==> src/rtl/usb_tx_pkg.sv <==
// usb_tx_pkg: shared FSM type and CRC16 constants for the USB TX framer
package usb_tx_pkg;
  typedef enum logic [2:0] {IDLE, PAYLOAD, LAST_WAIT, CRC_LO, CRC_HI} tx_state_t;
  localparam logic [15:0] CRC16_POLY_REF = 16'hA001;
  localparam logic [15:0] CRC16_INIT = 16'hFFFF;
  localparam int MAX_PKT_DEFAULT = 64;
endpackage

==> src/rtl/crc16_byte.sv <==
// crc16_byte: one-byte reflected CRC16 (0xA001) update, LSB first, combinational
// Ports: crc_in running CRC, data next byte, crc_out updated CRC.
module crc16_byte import usb_tx_pkg::*; (
  input  logic [15:0] crc_in,
  input  logic [7:0]  data,
  output logic [15:0] crc_out
);
  always_comb begin
    crc_out = crc_in;
    for (int i = 0; i < 8; i++)
      crc_out = (crc_out[0] ^ data[i]) ? (crc_out >> 1) ^ CRC16_POLY_REF : crc_out >> 1;
  end
endmodule

==> src/rtl/tx_crc_appender.sv <==
// tx_crc_appender: forwards payload bytes through a one-entry holding register and appends ~CRC16 (low byte first)
module tx_crc_appender import usb_tx_pkg::*; #(
  parameter int MAX_PKT = MAX_PKT_DEFAULT
) (
  input  logic       clk,
  input  logic       n_rst,
  input  logic       flush,
  input  logic       tx_start,
  input  logic       zlp,
  input  logic [7:0] tx_data,
  input  logic       tx_valid,
  input  logic       tx_last,
  output logic       tx_ready,
  output logic [7:0] byte_out,
  output logic       byte_valid,
  input  logic       byte_ack,
`ifdef TX_LEN_CHECK_EN
  output logic       len_err,
`endif
  output logic       tx_done
);
  tx_state_t state, state_nxt;
  logic [15:0] crc, crc_upd;
  logic xfer, ack, at_max;
  crc16_byte u_crc (.crc_in(crc), .data(tx_data), .crc_out(crc_upd));
  assign xfer = tx_valid && tx_ready;
  assign ack = byte_ack && byte_valid;
`ifdef TX_LEN_CHECK_EN
  logic [6:0] cnt;
  assign at_max = cnt == 7'(MAX_PKT - 1);
  always_ff @(posedge clk or negedge n_rst)
    if (!n_rst) begin
      cnt <= '0;
      len_err <= 1'b0;
    end else if (flush) begin
      cnt <= '0;
      len_err <= 1'b0;
    end else begin
      len_err <= xfer && at_max && !tx_last;
      cnt <= (state == IDLE && tx_start) ? 7'd0 : xfer ? cnt + 7'd1 : cnt;
    end
`else
  assign at_max = 1'b0;
`endif
  always_ff @(posedge clk or negedge n_rst)
    if (!n_rst) state <= IDLE;
    else state <= state_nxt;
  always_comb begin
    state_nxt = state;
    case (state)
      IDLE:      if (tx_start) state_nxt = zlp ? CRC_LO : PAYLOAD;
      PAYLOAD:   if (xfer && (tx_last || at_max)) state_nxt = LAST_WAIT;
      LAST_WAIT: if (ack) state_nxt = CRC_LO;
      CRC_LO:    if (ack) state_nxt = CRC_HI;
      CRC_HI:    if (ack) state_nxt = IDLE;
      default:   state_nxt = IDLE;
    endcase
    if (flush) state_nxt = IDLE;
  end
  always_comb tx_ready = (state == PAYLOAD) && !byte_valid;
  always_ff @(posedge clk or negedge n_rst)
    if (!n_rst) begin
      byte_out <= 8'h00;
      byte_valid <= 1'b0;
      crc <= CRC16_INIT;
      tx_done <= 1'b0;
    end else if (flush) begin
      byte_valid <= 1'b0;
      crc <= CRC16_INIT;
      tx_done <= 1'b0;
    end else begin
      tx_done <= state == CRC_HI && ack;
      case (state)
        IDLE: if (tx_start) begin
          crc <= CRC16_INIT;
          if (zlp) begin
            byte_out <= 8'h00;
            byte_valid <= 1'b1;
          end
        end
        PAYLOAD: if (xfer) begin
          byte_out <= tx_data;
          byte_valid <= 1'b1;
          crc <= crc_upd;
        end else if (ack) byte_valid <= 1'b0;
        LAST_WAIT: if (ack) byte_out <= ~crc[7:0];
        CRC_LO:    if (ack) byte_out <= ~crc[15:8];
        CRC_HI:    if (ack) byte_valid <= 1'b0;
        default:   byte_valid <= 1'b0;
      endcase
    end
endmodule

==> config.mk <==
export PLATFORM = sky130hd
export DESIGN_NAME = tx_crc_appender
export DESIGN_NICKNAME = d
export VERILOG_FILES = /design/src/rtl/usb_tx_pkg.sv /design/src/rtl/crc16_byte.sv /design/src/rtl/tx_crc_appender.sv
export SDC_FILE = /design/constraint.sdc
export NUM_CORES = 1
export LEC_CHECK = 0
export BUFFER_PORTS_ARGS = -buffer_cell sky130_fd_sc_hd__buf_4
export CORE_MARGIN = 2
export CORE_UTILIZATION = 45
export DETAILED_ROUTE_END_ITERATION = 6
export GPL_TIMING_DRIVEN = 0
export PLACE_DENSITY = 0.77
export SLEW_MARGIN = 20
export SYNTH_ARGS = -nofsm -noshare
export SYNTH_HDL_FRONTEND = slang
export SYNTH_SLANG_ARGS = --single-unit
==> constraint.sdc <==
create_clock -name clk -period 2.1 [get_ports clk]
set_input_delay 0 -clock clk [delete_from_list [all_inputs] [get_ports clk]]
set_output_delay 0 -clock clk [all_outputs]
set_load 0.005 [all_outputs]
; ---- Word-level counts from Yosys, hierarchy flattened
; Index checks and enable logic that the tools add are counted.
[totals]
word_cells = 88
regBits = 29
inputBits = 16
output_inout_bits = 11
[classes]
bitwise = 19
reduce_logical = 14
mux = 33
n_eq_ne = 17
[op_table]
columns = operator, n
row1 = 16-bit two-way mux, 11
row2 = 8-bit two-way mux, 5
row3 = 16-bit one-hot mux with 2 select lines, 1
row4 = 8-bit one-hot mux with 4 select lines, 1
row5 = 2-bit NOT with 3-bit output, 8
row6 = 3-bit != test (second input constant), 7
row7 = 3-bit two-way mux, 6
row8 = 8-bit NOT, 2
row9 = 3-bit one-hot mux with 5 select lines, 1
row10 = 2-bit != test (second input constant), 5
row11 = 1-bit bitwise XOR, 8
row12 = 7-bit AND reduction, 1
row13 = 3-bit by 2-bit equality test with 1-bit output (second input constant), 2
row14 = 1-bit two-way mux, 6
row15 = 3-bit AND reduction, 2
row16 = 1-bit logical AND, 5
row17 = 5-bit AND reduction, 1
row18 = 1-bit one-hot mux with 4 select lines, 1
row19 = 4-bit nonzero test, 1
row20 = 3-bit by 1-bit equality test with 1-bit output (second input constant), 1
row21 = 3-bit equality test (second input constant), 1
row22 = 3-bit zero test, 1
row23 = 3-bit nonzero test, 1
row24 = 2-bit two-way mux, 1
row25 = other kinds (4), 4

; ---- Logic depth before layout (Yosys ltp)
[logic_depth]
depth_word = 19
ltp_mapped = 7
depth_no_buf = 6

; ---- By module
; A second synthesis with hierarchy kept.
[unflattened]
hier_cells = 210
hier_area_um2 = 1935.6
[modules_own_cells]
columns = module, seq_area_each_um2, instances, cells_each, area_each_um2
row1 = tx_crc_appender, 745.7, 1, 184, 1684.1
row2 = crc16_byte, 0.0, 1, 26, 251.5

; ---- Worst setup path after synthesis
; OpenSTA, ideal clock, no wires.
[synth_timing]
path_type = register to register
from = register crc[0]
to = register crc[0]
stages_incl_launch_ff = 7
setup_ns = 0.118
synth_period_minus_slack_ns = 1.980
path_slack_ns = 0.120
arrival_time_ns = 1.862
path_buffers = 0
t_required_ns = 1.982
cell_sequence = dfstp_2 > xor2_2 > xnor3_2 > xor2_1 > o21a_1 > o221ai_2 > a211oi_2
[synth_via]
elab_chain_cells = 19
[synth_rtl]
columns = element, line_no
row1 = start: declaration, tx_crc_appender.sv:23  ; logic [15:0] crc, crc_upd;
row2 = start signal: assignment, tx_crc_appender.sv:84  ; crc <= crc_upd;
row3 = 1-bit bitwise XOR, crc16_byte.sv:11  ; crc_out = (crc_out[0] ^ data[i]) ? (crc_out >> 1) ^ CRC16_POLY_REF : crc_out >> 1;
row4 = 16-bit two-way mux, crc16_byte.sv:11
row5 = 1-bit bitwise XOR, crc16_byte.sv:11
row6 = 16-bit two-way mux, crc16_byte.sv:11
row7 = 1-bit bitwise XOR, crc16_byte.sv:11
row8 = 16-bit two-way mux, crc16_byte.sv:11
row9 = 1-bit bitwise XOR, crc16_byte.sv:11
row10 = 16-bit two-way mux, crc16_byte.sv:11
row11 = [... 3 more ...], --
row12 = 16-bit two-way mux, crc16_byte.sv:11
row13 = 1-bit bitwise XOR, crc16_byte.sv:11
row14 = 16-bit two-way mux, crc16_byte.sv:11
row15 = 1-bit bitwise XOR, crc16_byte.sv:11
row16 = 16-bit two-way mux, crc16_byte.sv:11
row17 = 16-bit two-way mux, tx_crc_appender.sv:81  ; PAYLOAD: if (xfer) begin
row18 = 16-bit one-hot mux with 2 select lines, tx_crc_appender.sv:73  ; case (state)
row19 = 16-bit two-way mux, tx_crc_appender.sv:67  ; end else if (flush) begin
; Every way passes these cells. The select of a mux whose other input is x is not followed.
; A chain may end at the register's enable or synchronous reset.

; ---- Worst setup path after layout
; Ends and elaborated chain as after synthesis.

==> summary.md <==
| Metric | Value |
|---|---|
| Fin crit share | between 90% and 100% |
| I/O pin count | 27 |
| Area grow syn2layout | 22.1% |
| DRC errors left | 0 |
| Gr ovfl total | 0 |
| CTS tree | built |
| Initial Util | a little under half |
| Critical path's top delay family | XOR/XNOR gates |
| Max Slew Vio Count | 0 |
| Critical Path Sink Type | flip-flop |
| DP Wirelength | 2860 µm |
| Via-to-Cell Ratio | 5.27 |
| RSZ-0062 raised after global routing | no |
| Die Wd | 68.3 µm |
| CP max stage delay | 0.59 ns |
| Top cells by count, synth | nor2_1 (28), a21oi_1 (25), dfstp_2 (16) |
| Mux contribution to synthesized area | 3.23% |
| Tot GR Track Use | 19.3% |
| Multi-input logic area | 1040 µm² |
| Detailed Route Iter0 Violations | 79 |
| CTS buffer count | 5 |
| Slew margin rel. | between 40% and 50% |
| Max FO, Critical Path | 5 |
| Total of max-cap violations | 0 |
| Endpoints failing setup | 0 |
| Primary FF master, synth | dfstp_2 |
| Dpl cells | 268 |
| Detailed-route via count | 1476 |
| Avg Inst Size Synth | 9.64 µm² |
| Leak | around 0.9 nW |
| DRT Wirelength | 4040 µm |
| Global-route wire length before repair | 6450 µm |
| Pwr Density | around 830 nW/µm² |
| Vias in the first global route | 1345 |
| Drt pass-1 iters | 4 |
| Seq/Total Area, Yosys | 40.1% |
| Reg clk slew, reported paths | 0.06 ns |
| Post-synthesis simple-gate area fraction | 15.1% |
| Design Area, Final | 2270 µm² |
| Async set-reset flop share out of synthesis | 100% |
| Post-DRT Antenna Nets | 0 |
| Final std cells w/o fill | 280 |
| Synth unique cells | 40 |
| Worst vdd ir | 332 µV |
| Fraction of layout cells with a size suffix above 1 | 30.0% |
| Layout Skew | 0.00576 ns |
| Initial antenna violation count | 0 |
| Post-Syn Area | 1860 µm² |
| Area fraction of the dominant cell type after synthesis | 22.6% |
| FF+latch count, synth | 29 |
| Period minus WS final | 2.03 ns |
| Count leader, synth | nor2_1 |
| Yosys top cell by area | dfstp_2 |
| Die Y | a little under 70 µm |
| Syn nets | around 210 |
| CTS sink cnt | 29 |
| Final hold vios | 0 |
| Max clock buf depth | 2 |
| Max Fclk | 0.492 GHz |
| EDFF count, synth | 0 |
| Top cells by area, synth | dfstp_2 (23%), dfrtp_1 (17%), a21oi_1 (6.7%) |
| Adder-Cell Fraction of Synth Area | 0% |
| Outcome | finished, final reports clean |
| Core Region | 4000 µm² |
| Sequential Area | around 750 µm² |
| Crit-path slowest cell | dfstp_2 |
| Total die area | 4660 µm² |
| R2r setup slk | 0.07 ns |
| Num rows | 23 |
| Critical Path Start Type | flip-flop |
| Synthesized instance count | 193 |
| Largest family of logic cells by synthesized area | compound AO/OA/AOI/OAI gates |
| Routed len/inst | around 14 µm |
| RePlAce Congestion | 0.843 |
| Complex-gate fraction of the synthesized area | 18.8% |
| Nets | ~250 |
| Ys Warns | 0 |
| Critical Path, Cell by Cell | xor2_4 -> xnor3_2 -> xor2_1 -> o21a_1 -> o221ai_2 -> a211oi_2 |
| Total Power | 1.88 mW |
| H-tree depth | 2 |
| Placed Instance Area | ~2100 µm² |
| Slew @ Worst Pin | 0.868 ns |
| Maximum number of pins on one net before global-route repair | 30 |
| CP Buf/Inv Count | 0 |
| WP data required | 2.28 ns |
| Crit Path Class | reg -> reg |
| Post-synthesis xor/xnor area fraction | 17.2% |
| Worst path arrival time | between 2 and 2.5 ns |
| PortBufs | 25 |
| Worst skew pair latency | 0.28 ns |
| Fillers | 353 |
| Worst Hold Class | in -> reg |
| CTS Root Cell | clkbuf_8 |
| N_diodes | 0 |
sequential cells by signal (all words and copies together) (netlist names):
name,flops
crc,16
byte_out,8
state,3
byte_valid,1
tx_done,1
final cells by class:
type	instances	area share, %
plain buffers	12	3.36
well taps	50	2.75
repair buffers	29	9.81
inverters	8	1.32
multi-input cells	144	46.0
flip-flops and latches	29	32.8
clock buffers	8	3.97
final timing paths:
path,start,endpoint,cells after the start
max,crc[0],crc[0],6
min in group asynchronous,n_rst,state[1],2
min,byte_ack,tx_done,3
min reg2reg,byte_out[1],byte_out[1],2
max in group asynchronous,n_rst,crc[15],2
max reg2reg,crc[0],crc[0],6
power breakdown:
group	total, mW	internal [mW]	switching (mW)
sequential	0.684	0.632	0.0520
combinational	0.727	0.375	0.352
clock	0.468	0.266	0.202
total	1.88	1.27	0.605
cell usage in the layout, fill, tap and decap left out, drive strengths merged, types with 2 or more instances in the layout:
| cell | n |
|---|---|
| xnor2 | 15 |
| nand2 | 12 |
| clkbuf | 18 |
| o31ai | 8 |
| mux2i | 6 |
| nor2 | 28 |
| nand3 | 3 |
| dfstp | 16 |
| nor2b | 2 |
| o22a | 8 |
| a21oi | 25 |
| dfrtp | 13 |
| nand3b | 5 |
| xor2 | 8 |
| inv | 8 |
| nand2b | 4 |
| o21ai | 4 |
| a211oi | 2 |
| buf | 29 |
| xnor3 | 2 |
| dlygate4sd3 | 2 |
cells by family (layout without fill, tap and decap cells):
family | Yosys count | count (layout)
flip-flops | 29 | 29
buffers and inverters | 20 | 57
AND/OR/NAND/NOR | 60 | 60
XOR/XNOR | 25 | 25
AO/OA/AOI/OAI | 53 | 53
multiplexers | 6 | 6
routing by layer:
layer	track usage, %	share of wire [%]
met4	9.75	2.1
met3	3.29	3.2
met5	0	0
met1	24.8	45
met2	31.1	50
metrics by stage:
step / utilization (%) / worst slack, ns / hold WS (ns) / TNS [ns]
after detailed placement: 52.9 / -0.0694 / -0.0579 / -0.462
after CTS: 55.9 / 0.00246 / 0.00441 / 0
after global placement: 52.8 / -0.237 / -0.0600 / -0.348
after global routing: 56.8 / 0.0192 / 0.0403 / 0
final: 56.8 / 0.0694 / 0.00900 / 0
after floorplan: - / 0.120 / -0.296 / 0
worst reg2reg max path, delay by kind of cell (launching register included):
family                    cells  cell delay, ns
AOI/OAI and AO/OA             3            0.47
xor gates and xnor gates      3            0.86
DFF                           1            0.59
timing repair:
action / 4_1_cts / 5_1_grt
pin swaps: 1 / 2
setup endpoints to repair: 9 / 11
gates resized for setup: 1 / 5
setup buffers: 1 / 1
hold buffers: 2 / 0
endpoints found under the hold margin: 31 / 0
Power figures use the tool's default switching activity.
